**src/rtl/fetch_bundle_queue.sv**
```systemverilog
// Decoupling FIFO between fetch and the bundle parser. Each accepted bundle is
// stamped with its starting major instruction ID from a running counter.
module fetch_bundle_queue #(
  parameter int addressWidth            = 64,
  parameter int instructionWidth        = 32,
  parameter int bundleSize              = 4 * instructionWidth,
  parameter int PidSize                 = 20,
  parameter int TidSize                 = 16,
  parameter int instructionCounterWidth = 64,
  parameter int queueDepth              = 4,
  parameter int ptrWidth                = $clog2(queueDepth)
) (
  input  logic                               clock_i,
  input  logic                               reset_i,
  input  logic                               flush_i,
  input  logic                               fetchValid_i,
  input  logic [0:bundleSize-1]              fetchBundle_i,
  input  logic [addressWidth-1:0]            fetchAddress_i,
  input  logic [1:0]                         fetchLen_i,
  input  logic [PidSize-1:0]                 fetchPid_i,
  input  logic [TidSize-1:0]                 fetchTid_i,
  input  logic                               stall_i,
  output logic                               fetchStall_o,
  output logic                               enable_o,
  output logic [0:bundleSize-1]              bundle_o,
  output logic [addressWidth-1:0]            bundleAddress_o,
  output logic [1:0]                         bundleLen_o,
  output logic [PidSize-1:0]                 bundlePid_o,
  output logic [TidSize-1:0]                 bundleTid_o,
  output logic [instructionCounterWidth-1:0] bundleStartMajId_o,
  output logic [ptrWidth:0]                  count_o
);

  localparam int CntW = ptrWidth + 1;

  typedef struct packed {
    logic [0:bundleSize-1]              bundle;
    logic [addressWidth-1:0]            address;
    logic [1:0]                         len;
    logic [PidSize-1:0]                 pid;
    logic [TidSize-1:0]                 tid;
    logic [instructionCounterWidth-1:0] majId;
  } entry_t;

  entry_t                               mem_q [queueDepth];
  entry_t                               out_q, out_d, entry_in;
  logic [ptrWidth-1:0]                  wrPtr_q, wrPtr_d, rdPtr_q, rdPtr_d;
  logic [CntW-1:0]                      count_q, count_d;
  logic [instructionCounterWidth-1:0]   majCtr_q, majCtr_d;
  logic                                 enable_q, enable_d;
  logic                                 full, enq, deq;

  assign full = (count_q == CntW'(queueDepth));
  assign enq  = fetchValid_i && !full;
  assign deq  = (count_q != '0) && !stall_i;

  assign entry_in = '{bundle:  fetchBundle_i,
                      address: fetchAddress_i,
                      len:     fetchLen_i,
                      pid:     fetchPid_i,
                      tid:     fetchTid_i,
                      majId:   majCtr_q};

  always_comb begin
    wrPtr_d  = wrPtr_q;
    rdPtr_d  = rdPtr_q;
    count_d  = count_q;
    majCtr_d = majCtr_q;
    enable_d = 1'b0;
    out_d    = out_q;
    // Flush drops pointers and occupancy but keeps majCtr so IDs stay unique.
    if (flush_i) begin
      wrPtr_d = '0;
      rdPtr_d = '0;
      count_d = '0;
    end else begin
      if (enq) begin
        wrPtr_d  = wrPtr_q + ptrWidth'(1);
        majCtr_d = majCtr_q + instructionCounterWidth'(fetchLen_i)
                 + instructionCounterWidth'(1);
      end
      if (deq) begin
        rdPtr_d  = rdPtr_q + ptrWidth'(1);
        enable_d = 1'b1;
        out_d    = mem_q[rdPtr_q];
      end
      case ({enq, deq})
        2'b10:   count_d = count_q + CntW'(1);
        2'b01:   count_d = count_q - CntW'(1);
        default: count_d = count_q;
      endcase
    end
  end

  always_ff @(posedge clock_i) begin
    if (!reset_i) begin
      wrPtr_q  <= '0;
      rdPtr_q  <= '0;
      count_q  <= '0;
      majCtr_q <= '0;
      enable_q <= 1'b0;
      out_q    <= '0;
    end else begin
      wrPtr_q  <= wrPtr_d;
      rdPtr_q  <= rdPtr_d;
      count_q  <= count_d;
      majCtr_q <= majCtr_d;
      enable_q <= enable_d;
      out_q    <= out_d;
    end
  end

  always_ff @(posedge clock_i) begin
    if (reset_i && !flush_i && enq) begin
      mem_q[wrPtr_q] <= entry_in;
    end
  end

  assign fetchStall_o       = full;
  assign enable_o           = enable_q;
  assign bundle_o           = out_q.bundle;
  assign bundleAddress_o    = out_q.address;
  assign bundleLen_o        = out_q.len;
  assign bundlePid_o        = out_q.pid;
  assign bundleTid_o        = out_q.tid;
  assign bundleStartMajId_o = out_q.majId;
  assign count_o            = count_q;

endmodule

```
**config.mk**
```make
export PLATFORM = sky130hd
export DESIGN_NAME = fetch_bundle_queue
export DESIGN_NICKNAME = d
export VERILOG_FILES = /design/src/rtl/fetch_bundle_queue.sv
export SDC_FILE = /design/constraint.sdc
export NUM_CORES = 1
export LEC_CHECK = 0
export ABC_AREA = 1
export BUFFER_PORTS_ARGS = -buffer_cell sky130_fd_sc_hd__buf_2
export CAP_MARGIN = 20
export CORE_AREA = 8 8 390 392
export CTS_BUF_LIST = sky130_fd_sc_hd__clkbuf_4
export DETAILED_ROUTE_END_ITERATION = 12
export DIE_AREA = 0 0 398 400
export HOLD_SLACK_MARGIN = 0.06
export PLACE_DENSITY = 0.67
export SYNTH_ARGS = -nofsm -noshare
export SYNTH_HDL_FRONTEND = slang
export SYNTH_SLANG_ARGS = --single-unit
export TNS_END_PERCENT = 30
```
**constraint.sdc**
```tcl
create_clock -name clock_i -period 21.8 [get_ports clock_i]
set_input_delay 4.36 -clock clock_i [delete_from_list [all_inputs] [get_ports clock_i]]
set_output_delay 4.36 -clock clock_i [all_outputs]
set_load 0.02 [all_outputs]
```
==> results.sh <==
export IMPL_status="finished clean"
export IMPL_syn_num_nets=5024
export IMPL_finalCritPeriodShare_pct=38.8
export IMPL_seq_area_frac_synth_pct=73.8
export IMPL_fin_nets=5670
export IMPL_cts_tree="built"
export IMPL_die_h_microns=400
export IMPL_multi_input_area_sq_um=13300
export IMPL_synth_fa_ha_area_share_pct=0.221
export IMPL_slew_headroom_pct=24.2
export IMPL_routed_wl_mm=153
export IMPL_ys_types=39
export IMPL_total_power_uw=5890
export IMPL_cap_viol_max_count=0
export IMPL_critPathKind="primary input to flip-flop"
export IMPL_grt_max_degree=230
export IMPL_drc=0
export IMPL_final_cell_mix="edfxtp_1 (1176), nor2_1 (727), clkbuf_4 (593)"
export IMPL_fin_skew_ps=120
export IMPL_synth_xor_area_share_pct=0.227
export IMPL_critPathRequiredTime_ps=22620
export IMPL_rows=141
export IMPL_max_freq_mhz=118
export IMPL_coreArea_sq_um=146000
export IMPL_cts_root_buf="clkbuf_4"
export IMPL_clkTransAtPathRegs_ps=70
export IMPL_rsz0062_at_grt="false"
export IMPL_tightest_slew_ps=1140
export IMPL_critPathArrivalTime_ps=9290
export IMPL_synth_area_mux_share_pct=0
export IMPL_fillers=13200
export IMPL_grt_pass1_vias=38500
export IMPL_synth_top_family_by_area="compound AO/OA/AOI/OAI gates"
export IMPL_hold_viol=0
export IMPL_cts_inserted_buffers=398
export IMPL_cts_resized=0
export IMPL_r2r_start="count_o[1]"
export IMPL_gr_usage_met2_pct=29.3
export IMPL_clk_latency_ps=1300
export IMPL_gp_congestion=0.821
export IMPL_synthFlopType="edfxtp_1"
export IMPL_start_util_pct=39.5
export IMPL_avgSynthCellArea_sq_um=12.1
export IMPL_use_met3_pct=5.76
export IMPL_cts_hold_buf=0
export IMPL_ys_warnings_count=0
export IMPL_ys_ff_latch=1542
export IMPL_synthSimpleGateAreaFrac_pct=11.1
export IMPL_worstSetupStartpointType="primary input"
export IMPL_htree_num_levels=5
export IMPL_final_setup_tns_ps=0
export IMPL_die_w_microns=398
export IMPL_setup_violations=0
export IMPL_crit_end="mem_q[1][69]"
export IMPL_mostFrequentLayoutCell="edfxtp_1"
export IMPL_viasPerCell=5.23
export IMPL_clock_sinks=1542
export IMPL_dr_total_vias=40300
export IMPL_ir_drop_mv=0.0501
export IMPL_async_flop_share_pct=0
export IMPL_dp_slack_ps=11930
export IMPL_r2r_cells=9
export IMPL_post_cts_setup_buffer_count=0
export IMPL_min_path_type="flip-flop to flip-flop"
export IMPL_syn_inst=4780
export IMPL_grt_antenna_before_repair=48
export IMPL_slew_viol_final=0
export IMPL_grt_most_used_layer="met2"
export IMPL_grt_use_total_pct=18.5
export IMPL_port_buffer_count=533
export IMPL_drive_gt1_share_pct=21.4
export IMPL_overflow=0
export IMPL_holdWs_ps=460
export IMPL_r2r_slack_ps=16600
export IMPL_pin_count=534
export IMPL_dpl_hpwl_mm=88.5
export IMPL_seqCellArea_sq_um=42600
export IMPL_detail_route_first_pass_iterations=5
export IMPL_area_delta_synth_final_pct=15.9
export IMPL_final_min_clock_period_ps=8470
export IMPL_drtIter0Drc=3378
export IMPL_synth_edf_count=1176
export IMPL_path_max_fanout=98
export IMPL_ant_nets=0
export IMPL_cts_max_path_buffers=4
export IMPL_startpoint="flush_i"
export IMPL_crit_reg2reg_capture="mem_q[1][69]"
export IMPL_grt_pass1_wl_mm=230
export IMPL_worst_slack_ps=13330
export IMPL_die_area_sq_um=159000
export IMPL_p_leak_uw=0.0234
export IMPL_crit_path_end_kind="flip-flop"
export IMPL_power_density_nw_per_um2=88.0
export IMPL_wire_per_inst_microns=19.8
export IMPL_gr_usage_met1_pct=24.2
export IMPL_synth_compound_gate_area_share_pct=11.4
export IMPL_synth_area_sq_um=57800
## per-layer routing
metal  up-vias  share of wire, %
met5         -              0.18
met4        42               2.3
met3       288               8.5
met2      1504                47
met1     19500                42
li1      19000                 -
## per-stage QoR
stage / cells / util, % / instance area (sq um)
finish: 7707 / 45.8 / 67000
floorplan: 4780 / - / 57800
global route: 7692 / 45.8 / 66900
CTS: 7676 / 45.7 / 66900
global placement: 6955 / 42.3 / 61800
detailed placement: 6956 / 42.3 / 61800
## flip-flops by register name, summed over array words and instances, names as in the netlist, 2 cells and up
register            flops
mem_q                1176
bundle_o              128
bundleAddress_o        64
bundleStartMajId_o     64
majCtr_q               64
bundlePid_o            20
bundleTid_o            16
count_o                 3
bundleLen_o             2
rdPtr_q                 2
wrPtr_q                 2
## cell type report
type | instances | area share, %
clock inverters | 127 | 0.927
clock buffers | 593 | 6.65
repair buffers | 579 | 4.60
diodes | 31 | 0.116
inverters | 79 | 0.501
flip-flops and latches | 1542 | 63.7
well taps | 1930 | 3.61
multi-input cells | 2826 | 19.9
## synthesized netlist by cell type, types with 31 or more instances
master    instances  area share (%)
edfxtp_1       1176              61
nor2_1          731             4.7
o21ai_0         588             5.1
nand2_1         442             2.9
dfxtp_1         366              13
a21oi_1         333             2.9
nand3_1         325             2.8
o22ai_1         294             3.2
clkbuf_1        182             1.2
buf_2            77            0.67
inv_1            74            0.48
buf_4            35            0.45
buf_1            31            0.20
## worst max-delay path, stage by stage
cell and delay [ps]:
buf_2 140, inv_8 510, nand3_4 290, inv_1 250, nand2_1 310, nor2_4 700
buf_4 790, buf_4 840, buf_4 810
## power by group
group / total [uW] / internal [uW] / switching [uW]
combinational: 244 / 65.3 / 178
clock: 2440 / 1290 / 1150
sequential: 3210 / 3190 / 18.2
## worst min path at each step
stage | depth (start not counted) | end | start | slack [ps]
2_1_floorplan | 0 | mem_q[0][0] | majCtr_q[0] | 480
3_3_place_gp | 2 | bundleAddress_o[17] | bundleAddress_o[17] | 450
3_5_place_dp | 2 | bundlePid_o[12] | bundlePid_o[12] | 450
4_1_cts | 2 | bundlePid_o[12] | bundlePid_o[12] | 460
5_1_grt | 2 | bundle_o[101] | bundle_o[101] | 480
6_report | 2 | bundle_o[26] | bundle_o[26] | 460
## logic make-up after synthesis
group	after synthesis
flops	1542
compound gates	1243
simple gates	1559
xor+xnor	15
fa+ha+maj	9
buf+inv	412
Note: power is estimated with default switching activity, not from simulation.
